[config.mk]
export PLATFORM = sky130hd
export DESIGN_NAME = lockstep_compare
export DESIGN_NICKNAME = d
export VERILOG_FILES = /design/src/rtl/lockstep_pkg.sv /design/src/rtl/lockstep_compare_skew_delay.sv /design/src/rtl/lockstep_compare.sv
export SDC_FILE = /design/constraint.sdc
export NUM_CORES = 1
export LEC_CHECK = 0
export CORE_ASPECT_RATIO = 1.5
export CORE_MARGIN = 2
export CORE_UTILIZATION = 67
export DETAILED_ROUTE_END_ITERATION = 8
export DONT_BUFFER_PORTS = 1
export PLACE_DENSITY = 0.89
export SLEW_MARGIN = 5
export SYNTH_ARGS = -nofsm -noshare
export SYNTH_HDL_FRONTEND = slang
export SYNTH_SLANG_ARGS = --single-unit
[constraint.sdc]
create_clock -name clk -period 3.1 [get_ports clk]
set_input_delay 0.62 -clock clk [delete_from_list [all_inputs] [get_ports clk]]
set_output_delay 0.62 -clock clk [all_outputs]
set_load 0.02 [all_outputs]
[src/rtl/lockstep_pkg.sv]
// Shared types and helpers for the lockstep stream checker.
package lockstep_pkg;

  // Checker FSM states
  typedef enum logic [1:0] {
    IDLE  = 2'd0,
    FILL  = 2'd1,
    CHECK = 2'd2,
    HALT  = 2'd3
  } state_e;

  // Largest supported A->B skew; the fill counter is sized for it
  localparam int SKEW_MAX = 15;
  localparam int FILL_W   = $clog2(SKEW_MAX + 1);

  // Saturating increment of the low w bits of v; never wraps past all-ones
  function automatic logic [31:0] sat_inc(input logic [31:0] v, input int w);
    logic [31:0] lim;
    lim = (w >= 32) ? 32'hFFFF_FFFF : ((32'd1 << w) - 32'd1);
    return (v >= lim) ? lim : (v + 32'd1);
  endfunction

endpackage

[src/rtl/lockstep_compare_skew_delay.sv]
// Fixed-depth shift register for {valid,data}. The MSB of the word is the
// valid bit; flush drops every in-flight valid without disturbing data.
module skew_delay #(
  parameter int W     = 9,
  parameter int DEPTH = 2
) (
  input  logic         clk,
  input  logic         rst,
  input  logic         en,
  input  logic         flush,
  input  logic [W-1:0] d,
  output logic [W-1:0] q
);

  generate
    if (DEPTH == 0) begin : g_wire
      // Zero skew: the delayed stream is the live stream
      logic unused_ctl;
      assign unused_ctl = ^{clk, rst, en, flush};
      assign q = d;
    end else begin : g_pipe
      logic [DEPTH-1:0][W-1:0] pipe_q, pipe_d;

      // Next stage contents: flush clears valids, otherwise shift when enabled
      always_comb begin
        pipe_d = pipe_q;
        if (flush) begin
          for (int i = 0; i < DEPTH; i++) pipe_d[i][W-1] = 1'b0;
        end else if (en) begin
          pipe_d[0] = d;
          for (int i = 1; i < DEPTH; i++) pipe_d[i] = pipe_q[i-1];
        end
      end

      // Stage registers, cleared on reset
      always_ff @(posedge clk) begin
        if (rst) pipe_q <= '0;
        else     pipe_q <= pipe_d;
      end

      assign q = pipe_q[DEPTH-1];
    end
  endgenerate

endmodule

[src/rtl/lockstep_compare.sv]
// Lockstep checker: delays reference stream A by SKEW cycles and compares it
// against implementation stream B, counting compares and mismatches and
// capturing the first failing pair. Optional halt on first failure.
module lockstep_compare
  import lockstep_pkg::*;
#(
  parameter int WIDTH        = 8,
  parameter int SKEW         = 2,
  parameter int CNT_W        = 8,
  parameter int STOP_ON_FAIL = 0
) (
  input  logic             clk,
  input  logic             rst,
  input  logic             en,
  input  logic             clear,
  input  logic             a_valid,
  input  logic [WIDTH-1:0] a_data,
  input  logic             b_valid,
  input  logic [WIDTH-1:0] b_data,
  output logic             mismatch,
  output logic             err_sticky,
  output logic [CNT_W-1:0] mis_cnt,
  output logic [CNT_W-1:0] cmp_idx,
  output logic [WIDTH-1:0] first_a,
  output logic [WIDTH-1:0] first_b,
  output logic [CNT_W-1:0] first_idx,
  output logic             halted
);

  state_e            state_q, state_d;
  logic [FILL_W-1:0] fill_q, fill_d;

  logic              mismatch_q, mismatch_d;
  logic              err_q, err_d;
  logic [CNT_W-1:0]  mis_cnt_q, mis_cnt_d;
  logic [CNT_W-1:0]  cmp_idx_q, cmp_idx_d;
  logic [WIDTH-1:0]  first_a_q, first_a_d;
  logic [WIDTH-1:0]  first_b_q, first_b_d;
  logic [CNT_W-1:0]  first_idx_q, first_idx_d;

  logic [WIDTH:0]    dly_out;
  logic              da_valid;
  logic [WIDTH-1:0]  da_data;
  logic              do_cmp;
  logic              cmp_bad;

  // A is held back SKEW cycles; valids are dropped while idle so a restart
  // never compares stale samples
  skew_delay #(
    .W     (WIDTH + 1),
    .DEPTH (SKEW)
  ) u_dly (
    .clk   (clk),
    .rst   (rst),
    .en    (en),
    .flush (state_q == IDLE),
    .d     ({a_valid, a_data}),
    .q     (dly_out)
  );

  assign da_valid = dly_out[WIDTH];
  assign da_data  = dly_out[WIDTH-1:0];

  // Compare point: a one-sided valid counts as a compare and a mismatch
  always_comb begin
    do_cmp  = 1'b0;
    cmp_bad = 1'b0;
    if (en && state_q == CHECK && (da_valid || b_valid)) begin
      do_cmp  = 1'b1;
      cmp_bad = (da_valid ^ b_valid) || (da_data != b_data);
    end
  end

  // Next-state: wait out the skew, then check; optionally park on failure
  always_comb begin
    state_d = state_q;
    fill_d  = fill_q;
    if (!en) begin
      state_d = IDLE;
    end else begin
      case (state_q)
        IDLE: begin
          fill_d = '0;
          if (SKEW == 0) state_d = CHECK;
          else           state_d = FILL;
        end
        FILL: begin
          if (fill_q == FILL_W'(SKEW - 1)) state_d = CHECK;
          else                             fill_d  = fill_q + 1'b1;
        end
        CHECK: begin
          if (STOP_ON_FAIL != 0 && cmp_bad) state_d = HALT;
        end
        HALT: begin
          if (clear) state_d = CHECK;
        end
        default: state_d = IDLE;
      endcase
    end
  end

  // Counters and capture: clear wipes first, then this cycle's result lands
  always_comb begin
    mis_cnt_d   = clear ? '0 : mis_cnt_q;
    cmp_idx_d   = clear ? '0 : cmp_idx_q;
    err_d       = clear ? 1'b0 : err_q;
    first_a_d   = clear ? '0 : first_a_q;
    first_b_d   = clear ? '0 : first_b_q;
    first_idx_d = clear ? '0 : first_idx_q;
    mismatch_d  = cmp_bad;
    if (cmp_bad && !err_d) begin
      first_a_d   = da_valid ? da_data : '0;
      first_b_d   = b_valid ? b_data : '0;
      first_idx_d = cmp_idx_d;
    end
    if (cmp_bad) begin
      err_d     = 1'b1;
      mis_cnt_d = CNT_W'(sat_inc(32'(mis_cnt_d), CNT_W));
    end
    if (do_cmp) cmp_idx_d = CNT_W'(sat_inc(32'(cmp_idx_d), CNT_W));
  end

  // State and result registers
  always_ff @(posedge clk) begin
    if (rst) begin
      state_q     <= IDLE;
      fill_q      <= '0;
      mismatch_q  <= 1'b0;
      err_q       <= 1'b0;
      mis_cnt_q   <= '0;
      cmp_idx_q   <= '0;
      first_a_q   <= '0;
      first_b_q   <= '0;
      first_idx_q <= '0;
    end else begin
      state_q     <= state_d;
      fill_q      <= fill_d;
      mismatch_q  <= mismatch_d;
      err_q       <= err_d;
      mis_cnt_q   <= mis_cnt_d;
      cmp_idx_q   <= cmp_idx_d;
      first_a_q   <= first_a_d;
      first_b_q   <= first_b_d;
      first_idx_q <= first_idx_d;
    end
  end

  assign mismatch   = mismatch_q;
  assign err_sticky = err_q;
  assign mis_cnt    = mis_cnt_q;
  assign cmp_idx    = cmp_idx_q;
  assign first_a    = first_a_q;
  assign first_b    = first_b_q;
  assign first_idx  = first_idx_q;
  assign halted     = (state_q == HALT);

endmodule

==> impl_metrics.py <==
metrics = {
    "outcome": {
        "status": "completed",
    },
    "critical_path": {
        "crit_slowest_cell": "nor4_2",
        "cp-start-kind": "flop",
        "critPathCaptureType": "flop",
        "crit_type": "reg -> reg",
        "path_max_fanout": 15,
        "critical_path.top_delay_family": "simple AND/OR/NAND/NOR gates",
        "crit_chain": "inv_1 -> ha_1 -> nor4_2 -> a31oi_1 -> buf_4 -> and4_1 -> a22o_1",
        "critPathBufInv": 2,
        "slowest_delay_ps": 440,
        "critPathRequiredTime_ps": 3340,
        "cp.arrival_ps": 2340,
    },
    "power_and_ir_drop": {
        "power_density_mw_per_mm2": 558,
        "ir_worst_vdd_mv": 0.660,
        "p_leak_nw": 1.11,
    },
    "drt": {
        "drt-wirelength-per-cell_um": 17.1,
        "drc_errors": 0,
        "drt_iter0_markers": 65,
        "postRouteAntennaNets": 0,
        "vias": 2242,
        "wl_um": 6090,
        "drt_pass1_iterations": 4,
        "viasPerCell": 6.30,
    },
    "finish": {
        "nets": 332,
        "area.growth.synth_to_final_pct": 7.94,
        "drive_above_1_share_pct": 8.06,
        "n_fill_cell": 301,
        "diodes": 0,
        "stdcell_area_sq_mm": 0.00306,
    },
    "global_routing": {
        "grt_pass1_vias": 2256,
        "overflow": 0,
        "grt_pass1_wl_um": 10100,
        "gr-usage-all-layers_pct": 27.2,
        "antenna_found_initial": 0,
        "grt_max_degree": 41,
    },
    "min_path": {
        "hp-class": "in -> reg",
    },
    "timing": {
        "min_period_over_period_pct": 68.0,
        "hold_viol": 0,
        "maxSlewHeadroom_pct": 31.3,
        "max_freq_mhz": 474,
        "finalClockSkew_ps": 8.37,
        "rsz0062_at_grt": "no",
        "finalSetupTns_ps": 0,
        "finalMaxSlewViolations": 0,
        "min_period_ps": 2110,
        "setup_viol": 0,
        "tightestPinTransition_ps": 1020,
    },
    "run": {
        "drv_cap": 0,
    },
    "yosys": {
        "synth-main-ff-cell": "dfxtp_1",
        "ys_types": 45,
        "syn-instance-count": 307,
        "syn_avg_cell_area_sq_um": 9.24,
        "yosysSeqAreaShare_pct": 46.6,
        "async_flop_share_pct": 0,
        "synth_edf_count": 0,
        "ys_seq_elements": 66,
        "yosysWarnings": 0,
        "syn_nets": 334,
        "syn-cell-area_sq_mm": 0.00284,
    },
    "clocking": {
        "cts_tree": "yes",
        "cts_inserted_buffers": 9,
        "worstSkewPairLatency_ps": 350,
        "postCtsSetupRepairBufs": 0,
        "ctsResizeCount": 0,
        "cts_htree_levels": 3,
        "cts_root_buf": "clkbuf_8",
        "holdBufCountCts": 0,
        "clkSlewWorstSetupHoldPaths_ps": 70,
        "cts_num_sinks": 66,
        "cts_buffer_depth": 2,
    },
    "placement": {
        "gp_congestion": 0.834,
        "portBuffers": 0,
        "place_hpwl_um": 4260,
        "place_area_sq_mm": 0.00284,
    },
    "floorplanning": {
        "ioPinCount": 65,
        "die_w_um": 57.1,
        "rows": 29,
        "initial_utilization_pct": 68.6,
        "coreArea_sq_mm": 0.00414,
        "die-area_sq_mm": 0.00478,
        "die_y_um": 83.7,
    },
}
cells in the mapped netlist (2+ instances only):
| cell type | n | share of area (%) |
|---|---|---|
| dfxtp_1 | 66 | 47 |
| nand2_1 | 43 | 5.7 |
| nor2_1 | 25 | 3.3 |
| a21oi_1 | 24 | 4.2 |
| a22o_1 | 16 | 4.9 |
| mux2i_1 | 13 | 4.6 |
| nor2b_1 | 11 | 2.4 |
| nor3_1 | 11 | 1.9 |
| xor2_1 | 10 | 3.1 |
| inv_1 | 8 | 1.1 |
| clkbuf_1 | 7 | 0.93 |
| and3_1 | 6 | 1.3 |
| nand4_1 | 6 | 1.3 |
| a31oi_1 | 5 | 1.1 |
| ha_1 | 5 | 2.2 |
| a311oi_1 | 4 | 1.2 |
| buf_2 | 4 | 0.71 |
| a211oi_1 | 3 | 0.79 |
| and2_1 | 3 | 0.66 |
| and4_1 | 3 | 0.93 |
| buf_4 | 3 | 0.79 |
| nand3_1 | 3 | 0.53 |
| o21ai_0 | 3 | 0.53 |
| a41oi_1 | 2 | 0.62 |
| nand2b_1 | 2 | 0.44 |
| nor4b_1 | 2 | 0.62 |
worst paths after layout:
path,startpoint,to,slack [ps],cells after the start
max,u_dly.q[8],first_b[5],990,7
min,rst,mis_cnt[0],340,1
max reg2reg,u_dly.q[8],first_b[5],990,7
min reg2reg,u_dly.g_pipe.pipe_q[6],u_dly.q[6],450,2
flip-flops by register name (all words and copies together) (netlist names):
name and flops:
state_q 2, u_dly.g_pipe.pipe_q 9, mis_cnt 8, cmp_idx 8, first_a 8, mismatch 1, err_sticky 1, u_dly.q 9
first_idx 8, first_b 8, fill_q 4
cell usage in the layout (no fill, tap or decap), drive strengths merged, types with 5 or more instances in the layout:
cell type	count
a21oi	24
a22o	16
a31oi	5
and3	6
clkbuf	10
dfxtp	66
ha	5
inv	9
mux2i	13
nand2	43
nand4	6
nor2	26
nor2b	11
nor3	11
xor2	10
through the flow:
step | worst slack (ps) | total power, mW | hold slack, ps | instances | utilization [%]
2_1_floorplan | 920 | 0.924 | 432 | 307 | -
3_3_place_gp | 829 | 0.920 | 431 | 340 | 68.5
3_5_place_dp | 728 | 0.922 | 440 | 340 | 68.5
4_1_cts | 1010 | 1.72 | 323 | 356 | 74.0
5_1_grt | 879 | 1.76 | 320 | 356 | 74.0
6_report | 992 | 1.71 | 344 | 356 | 74.0
routing by layer:
layer	up-vias	global-route usage, %	part of all wire, %
li1	1095	-	-
met1	1042	28.4	38
met2	87	44.6	51
met3	18	10.4	7.9
met4	0	17.1	3.1
met5	-	0	0
worst register-to-register path, delay by kind of cell, from the launching register on:
kind                     cells  cell delay [ps]
flip-flops                   1              350
AO/OA/AOI/OAI                2              360
buffers and inverters        2              260
AND/OR/NAND/NOR              2              740
adder cells (fa/ha/maj)      1              280
kinds of logic after synthesis:
family,Yosys count,share of synthesized area [%]
DFF,66,46.6
muxes,14,4.98
adders and majority gates,5,2.21
xor gates and xnor gates,11,3.40
AOI/OAI and AO/OA,64,15.6
buffers and inverters,23,3.88
and+or+nand+nor,124,23.4
area by class of cell:
cell class | count | area (sq um) | share of cell area (%)
clock buffer | 10 | 138 | 4.50
clock inverter | 6 | 88.8 | 2.90
inverter | 8 | 30.0 | 0.981
multi-input combinational | 218 | 1410 | 46.1
sequential | 66 | 1320 | 43.2
tap | 46 | 57.6 | 1.88
timing repair buffer | 2 | 15.0 | 0.490
power by group:
| group | leakage (nW) | switching [mW] | total (mW) | internal [mW] |
|---|---|---|---|---|
| clock | 0.109 | 0.330 | 0.805 | 0.475 |
| combinational | 0.473 | 0.0268 | 0.0434 | 0.0166 |
| sequential | 0.532 | 0.00547 | 0.859 | 0.854 |
Power figures use the tool's default switching activity.
